### src/rtl/ariane_pkg.sv
// rtl/ariane_pkg.sv - shared D$ request/response types and arbiter port-ID type
package ariane_pkg;

  localparam int unsigned DCACHE_INDEX_WIDTH = 12;
  localparam int unsigned DCACHE_TAG_WIDTH   = 44;
  localparam int unsigned DCACHE_DATA_WIDTH  = 64;

  // Requesters sharing the D$ port: 0 = PTW, 1 = load unit, 2 = store buffer
  localparam int unsigned DCACHE_ARB_PORTS = 3;

  typedef logic [$clog2(DCACHE_ARB_PORTS)-1:0] dcache_arb_id_t;

  typedef struct packed {
    logic [DCACHE_INDEX_WIDTH-1:0]  address_index;
    logic [DCACHE_TAG_WIDTH-1:0]    address_tag;
    logic [DCACHE_DATA_WIDTH-1:0]   data_wdata;
    logic                           data_req;
    logic                           data_we;
    logic [DCACHE_DATA_WIDTH/8-1:0] data_be;
    logic [1:0]                     data_size;
    logic                           kill_req;
    logic                           tag_valid;
  } dcache_req_i_t;

  typedef struct packed {
    logic                         data_gnt;
    logic                         data_rvalid;
    logic [DCACHE_DATA_WIDTH-1:0] data_rdata;
  } dcache_req_o_t;

endpackage

### src/rtl/arb_id_fifo.sv
// rtl/arb_id_fifo.sv - in-order FIFO of granted read port IDs
module arb_id_fifo
  import ariane_pkg::*;
#(
  parameter int unsigned DEPTH = 4
) (
  input  logic           clk_i,
  input  logic           rst_ni,
  input  logic           push_i,
  input  dcache_arb_id_t data_i,
  input  logic           pop_i,
  output dcache_arb_id_t data_o,
  output logic           full_o,
  output logic           empty_o
);

  localparam int unsigned PTR_W = $clog2(DEPTH);

  logic [PTR_W-1:0] wr_ptr_q, wr_ptr_d;
  logic [PTR_W-1:0] rd_ptr_q, rd_ptr_d;
  logic [PTR_W:0]   cnt_q, cnt_d;
  dcache_arb_id_t   mem_q [DEPTH];
  logic             do_push, do_pop;

  assign full_o  = (cnt_q == (PTR_W+1)'(DEPTH));
  assign empty_o = (cnt_q == '0);
  assign do_push = push_i & ~full_o;
  assign do_pop  = pop_i & ~empty_o;
  assign data_o  = mem_q[rd_ptr_q];

  // Pointers wrap naturally because DEPTH is a power of two
  always_comb begin
    wr_ptr_d = wr_ptr_q + PTR_W'(do_push);
    rd_ptr_d = rd_ptr_q + PTR_W'(do_pop);
    cnt_d    = cnt_q;
    case ({do_push, do_pop})
      2'b10:   cnt_d = cnt_q + (PTR_W+1)'(1);
      2'b01:   cnt_d = cnt_q - (PTR_W+1)'(1);
      default: cnt_d = cnt_q;
    endcase
  end

  // Pointer and occupancy registers; reset empties the FIFO
  always_ff @(posedge clk_i or negedge rst_ni) begin
    if (!rst_ni) begin
      wr_ptr_q <= '0;
      rd_ptr_q <= '0;
      cnt_q    <= '0;
    end else begin
      wr_ptr_q <= wr_ptr_d;
      rd_ptr_q <= rd_ptr_d;
      cnt_q    <= cnt_d;
    end
  end

  // Storage needs no reset: only entries between the pointers are ever read
  always_ff @(posedge clk_i) begin
    if (do_push) mem_q[wr_ptr_q] <= data_i;
  end

endmodule

### src/rtl/dcache_port_arbiter.sv
// rtl/dcache_port_arbiter.sv - shares one D$ port among requesters, routes read data back (DCACHE_ARB_FIXED_PRIO_EN selects fixed priority)
module dcache_port_arbiter
  import ariane_pkg::*;
#(
  parameter int unsigned NR_PORTS      = DCACHE_ARB_PORTS,
  parameter int unsigned ID_FIFO_DEPTH = 4
) (
  input  logic          clk_i,
  input  logic          rst_ni,
  input  dcache_req_i_t req_ports_i [NR_PORTS],
  output dcache_req_o_t req_ports_o [NR_PORTS],
  output dcache_req_i_t cache_req_o,
  input  dcache_req_o_t cache_req_i
);

  logic [NR_PORTS-1:0] elig;
  dcache_arb_id_t      sel, search_base, head_id;
  logic                sel_valid, gnt, push, pop;
  logic                fifo_full, fifo_empty;
  logic                lock_q, lock_d;
  dcache_arb_id_t      lock_id_q, lock_id_d;
  logic                tag_own_q, tag_own_d;
  dcache_arb_id_t      tag_id_q, tag_id_d;

`ifdef DCACHE_ARB_FIXED_PRIO_EN
  assign search_base = '0;
`else
  dcache_arb_id_t rr_ptr_q, rr_ptr_d;
  assign search_base = rr_ptr_q;
`endif

  // Reads need a free ID slot; writes never return data so they always qualify
  always_comb begin
    elig = '0;
    for (int i = 0; i < NR_PORTS; i++) begin
      elig[i] = req_ports_i[i].data_req & (req_ports_i[i].data_we | ~fifo_full);
    end
  end

  // Locked port holds the selection until granted; otherwise first eligible from search_base
  always_comb begin
    sel       = lock_id_q;
    sel_valid = 1'b0;
    if (lock_q) begin
      sel_valid = elig[lock_id_q];
    end else begin
      for (int k = 0; k < NR_PORTS; k++) begin
        automatic dcache_arb_id_t cand = dcache_arb_id_t'((int'(search_base) + k) % NR_PORTS);
        if (!sel_valid && elig[cand]) begin
          sel       = cand;
          sel_valid = 1'b1;
        end
      end
    end
  end

  assign gnt  = sel_valid & cache_req_i.data_gnt;
  assign push = gnt & ~req_ports_i[sel].data_we;
  assign pop  = cache_req_i.data_rvalid & ~fifo_empty;

  // Mux the selected request; tag fields belong to last cycle's read while it owns the tag phase
  always_comb begin
    cache_req_o          = req_ports_i[sel];
    cache_req_o.data_req = sel_valid;
    if (tag_own_q) begin
      cache_req_o.address_tag = req_ports_i[tag_id_q].address_tag;
      cache_req_o.tag_valid   = req_ports_i[tag_id_q].tag_valid;
      cache_req_o.kill_req    = req_ports_i[tag_id_q].kill_req;
    end else begin
      cache_req_o.tag_valid   = sel_valid & req_ports_i[sel].tag_valid;
      cache_req_o.kill_req    = sel_valid & req_ports_i[sel].kill_req;
    end
  end

  // Grant goes to the selected port only; rvalid goes to the oldest outstanding reader
  always_comb begin
    for (int i = 0; i < NR_PORTS; i++) begin
      req_ports_o[i].data_gnt    = gnt & (sel == dcache_arb_id_t'(i));
      req_ports_o[i].data_rvalid = pop & (head_id == dcache_arb_id_t'(i));
      req_ports_o[i].data_rdata  = cache_req_i.data_rdata;
    end
  end

  // Next-state for lock, tag ownership and round-robin pointer
  always_comb begin
    lock_d    = lock_q;
    lock_id_d = lock_id_q;
    if (gnt) begin
      lock_d = 1'b0;
    end else if (sel_valid) begin
      lock_d    = 1'b1;
      lock_id_d = sel;
    end
    tag_own_d = push;
    tag_id_d  = sel;
`ifndef DCACHE_ARB_FIXED_PRIO_EN
    rr_ptr_d = rr_ptr_q;
    if (gnt) begin
      rr_ptr_d = (sel == dcache_arb_id_t'(NR_PORTS - 1)) ? '0 : sel + dcache_arb_id_t'(1);
    end
`endif
  end

  // Arbiter state registers
  always_ff @(posedge clk_i or negedge rst_ni) begin
    if (!rst_ni) begin
      lock_q    <= 1'b0;
      lock_id_q <= '0;
      tag_own_q <= 1'b0;
      tag_id_q  <= '0;
`ifndef DCACHE_ARB_FIXED_PRIO_EN
      rr_ptr_q  <= '0;
`endif
    end else begin
      lock_q    <= lock_d;
      lock_id_q <= lock_id_d;
      tag_own_q <= tag_own_d;
      tag_id_q  <= tag_id_d;
`ifndef DCACHE_ARB_FIXED_PRIO_EN
      rr_ptr_q  <= rr_ptr_d;
`endif
    end
  end

  arb_id_fifo #(
    .DEPTH (ID_FIFO_DEPTH)
  ) i_id_fifo (
    .clk_i   (clk_i),
    .rst_ni  (rst_ni),
    .push_i  (push),
    .data_i  (sel),
    .pop_i   (pop),
    .data_o  (head_id),
    .full_o  (fifo_full),
    .empty_o (fifo_empty)
  );

  // A response with nothing outstanding means the D$ and arbiter disagree
  always_ff @(posedge clk_i) begin
    if (rst_ni) begin
      assert (!(cache_req_i.data_rvalid && fifo_empty))
        else $error("dcache_port_arbiter: rvalid with no outstanding read");
    end
  end

endmodule

### config.mk
export PLATFORM = sky130hd
export DESIGN_NAME = dcache_port_arbiter
export DESIGN_NICKNAME = d
export VERILOG_FILES = /design/src/rtl/ariane_pkg.sv /design/src/rtl/arb_id_fifo.sv /design/src/rtl/dcache_port_arbiter.sv
export SDC_FILE = /design/constraint.sdc
export NUM_CORES = 1
export LEC_CHECK = 0
export ABC_CLOCK_PERIOD_IN_PS = 8900
export BUFFER_PORTS_ARGS = -buffer_cell sky130_fd_sc_hd__buf_2
export CAP_MARGIN = 20
export CORE_AREA = 2 2 311 313
export CTS_CLUSTER_DIAMETER = 40
export DETAILED_ROUTE_END_ITERATION = 7
export DIE_AREA = 0 0 313 315
export GPL_ROUTABILITY_DRIVEN = 0
export MAX_ROUTING_LAYER = met4
export PLACE_DENSITY_LB_ADDON = 0.2
export SLEW_MARGIN = 20
export SYNTH_ARGS = -nofsm -noshare
export SYNTH_HDL_FRONTEND = slang
export SYNTH_HIERARCHICAL = 1
export SYNTH_SLANG_ARGS = --single-unit
### constraint.sdc
create_clock -name clk_i -period 8.9 [get_ports clk_i]
set_input_delay 0.89 -clock clk_i [delete_from_list [all_inputs] [get_ports clk_i]]
set_output_delay 0.89 -clock clk_i [all_outputs]
set_load 0.1 [all_outputs]
==> results.sh <==
export IMPL_start_util_pct=8.70
export IMPL_leakagePower_uw=0.00619
export IMPL_grt_max_degree=74
export IMPL_ios=802
export IMPL_cp_arrival_ns=5.20
export IMPL_synth_fp_nets=1692
export IMPL_synth_edf_count=8
export IMPL_wl_mm=56.6
export IMPL_yosys_top_cells_area="mux2i_1, buf_4, o21ai_0, nand2_1, a31oi_1"
export IMPL_relSlewSlack_pct=32.0
export IMPL_cp_end_kind="output pin"
export IMPL_power_density_nw_per_um2=50.4
export IMPL_synthAdderAreaFrac_pct=0.992
export IMPL_hold_path_class="reg -> reg"
export IMPL_path_class="reg -> out"
export IMPL_die_x_um=313
export IMPL_viasPerCell=3.54
export IMPL_fmax_mhz=164
export IMPL_synthMuxAreaShare_pct=22.5
export IMPL_syn_to_final_growth_pct=32.6
export IMPL_async_reset_ff_share_pct=65.2
export IMPL_max_cap_viol_count=0
export IMPL_postCtsSetupRepairBufs=0
export IMPL_clock_latency_ns=0.26
export IMPL_critPathMaxFanout=46
export IMPL_slowest_stage="nor3b_4"
export IMPL_h_tree_depth=1
export IMPL_post_drt_wl_per_cell_um=20.4
export IMPL_grt_pass1_wl_mm=77.0
export IMPL_cts_tree="done"
export IMPL_drive_above_1_share_pct=39.7
export IMPL_slew_violations=0
export IMPL_drc=0
export IMPL_dp_hpwl_mm=45.2
export IMPL_post_route_period_util_pct=68.5
export IMPL_post_cts_resize_count=0
export IMPL_layout_min_cycle_time_ns=6.09
export IMPL_crit_required_ns=8.01
export IMPL_rows=114
export IMPL_final_area_um2=11000
export IMPL_finClkSkew_ns=0.00540
export IMPL_clkSinkCount=23
export IMPL_worstPathCellList="nor3b_2, nand2b_1, and2_1, a211oi_4, buf_4, mux2_1, a21oi_4, nor3b_4, buf_4, a211o_1, buf_2"
export IMPL_coreArea_um2=95700
export IMPL_clk_root_buffer_cell="clkbuf_16"
export IMPL_synth_seq_area_share_pct=7.40
export IMPL_wl_met2_mm=27.5
export IMPL_tns_ns=0
export IMPL_cts_hold_buffers_added=0
export IMPL_status="complete, no violations"
export IMPL_synth_cell_area_um2=8320
export IMPL_layout_nets=1967
export IMPL_grt_pass1_vias=9988
export IMPL_track_usage_pct=11.2
export IMPL_tightest_slew_ns=1.02
export IMPL_ant_nets=0
export IMPL_drt_initial_drc_count=565
export IMPL_power_total_uw=556
export IMPL_cts_reportedPaths_clkPinSlew_ns=0.06
export IMPL_ir_worst_vdd_mv=0.0516
export IMPL_rsz0062_at_grt="no"
export IMPL_cts_max_path_buffers=2
export IMPL_synth_seq_cells=23
export IMPL_antenna_found_initial=13
export IMPL_synth_xor_area_share_pct=0.526
export IMPL_hold_viol_final=0
export IMPL_die_area_um2=98600
export IMPL_postSynthCellCount=1216
export IMPL_final_cell_mix="buf_2, mux2i_1, nand2_1"
export IMPL_numCtsBuffers=3
export IMPL_met1_length_mm=23.0
export IMPL_cpMostUsedCell="buf_4"
export IMPL_synth_top_family_by_area="buffers and inverters"
export IMPL_place_area_um2=10900
export IMPL_start_kind="register"
export IMPL_synthSimpleGateAreaFrac_pct=21.8
export IMPL_synth_area_leader_cell="mux2i_1"
export IMPL_yosys_warnings=6
export IMPL_first_pass_iters=5
export IMPL_top_layer="met4"
export IMPL_synth_distinct_cells=56
export IMPL_avgSynthCellArea_um2=6.84
export IMPL_vias=9807
export IMPL_met3_length_mm=4.86
export IMPL_synth_top_cell_area_share_pct=21.8
export IMPL_cp_slowest_stage_delay_ns=0.81
export IMPL_synth_compound_area_share_pct=23.0
export IMPL_ys_flop_type="dfrtp_1"
export IMPL_final_common_cell="buf_2"
export IMPL_die_h_um=315
export IMPL_setup_violations=0
export IMPL_overflow=0
export IMPL_io_buffer_count=545
-- metal layers --
layer	track usage, %	vias to the layer above
li1	-	4687
met5	-	-
met4	3.01	0
met1	12.8	4510
met2	18.6	544
met3	3.64	66
-- critical path: cells and delay by family (launching register included) --
family | cells | cell delay [ns]
flip-flops | 1 | 0.41
buffers and inverters | 3 | 1.59
multiplexers | 1 | 0.35
AO/OA/AOI/OAI | 3 | 0.45
AND/OR/NAND/NOR | 4 | 2.08
-- registers in the layout, summed over array words and instances (netlist names) --
signal,count
i_id_fifo/mem_q,8
rr_ptr_q,2
i_id_fifo/wr_ptr_q,2
i_id_fifo/cnt_q,3
tag_id_q,2
tag_own_q,1
lock_id_q,2
lock_q,1
i_id_fifo/rd_ptr_q,2
-- power breakdown --
part           internal (uW)  total (uW)  leakage (uW)  switching (uW)
registers                122         134      0.000266            12.7
logic                    128         322       0.00588             194
clock network           61.2         100     0.0000382            38.8
-- worst paths after layout --
kind	startpoint	to	slack (ns)	cells after the start
worst min register to register	i_id_fifo/cnt_q[2]	i_id_fifo/cnt_q[2]	0.49	1
worst max-delay path	i_id_fifo/cnt_q[1]	cache_req_o[78]	2.81	11
max in group asynchronous	rst_ni	lock_id_q[0]	8.02	1
worst max register to register	i_id_fifo/cnt_q[1]	i_id_fifo/cnt_q[1]	3.82	14
min in group asynchronous	rst_ni	i_id_fifo/rd_ptr_q[1]	0.55	1
worst min-delay path	i_id_fifo/cnt_q[2]	i_id_fifo/cnt_q[2]	0.49	1
-- synth_stat cells (6+ instances only) --
library cell and instances:
nor2b_1 20, a211o_1 45, mux2i_1 181, edfxtp_1 8, buf_4 195, nor2_1 51
o21ai_0 136, a21oi_1 18, buf_6 6, buf_2 27, nand2_1 159, clkbuf_1 60
and2_1 45, buf_1 8, dfrtp_1 15, a31oi_1 76, nand3_1 79, inv_1 14
nand2b_1 6
-- area by class of cell --
| cell class | count | area (um2) |
|---|---|---|
| antenna | 8 | 20.0 |
| timing repair buffer | 566 | 2890 |
| sequential | 23 | 626 |
| clock buffer | 4 | 78.8 |
| inverter | 14 | 55.1 |
| tap | 1276 | 1600 |
| fill | 11200 | 84700 |
| multi-input combinational | 883 | 5780 |
-- logic make-up after synthesis --
logic type / after synthesis
flip-flops: 23
XOR/XNOR: 5
AND/OR/NAND/NOR: 383
buffers and inverters: 310
adder cells (fa/ha/maj): 6
AO/OA/AOI/OAI: 305
multiplexers: 184
-- stage by stage --
step / hold slack, ns / util, % / instances / setup slack (ns)
6_report: 0.487 / 11.5 / 2774 / 2.81
3_5_place_dp: 0.475 / 11.4 / 2762 / 2.94
2_1_floorplan: 0.455 / - / 1216 / 3.25
3_3_place_gp: 0.485 / 11.4 / 2762 / 2.99
5_1_grt: 0.534 / 11.5 / 2772 / 2.43
4_1_cts: 0.485 / 11.5 / 2766 / 2.65
Power figures use the tool's default switching activity.
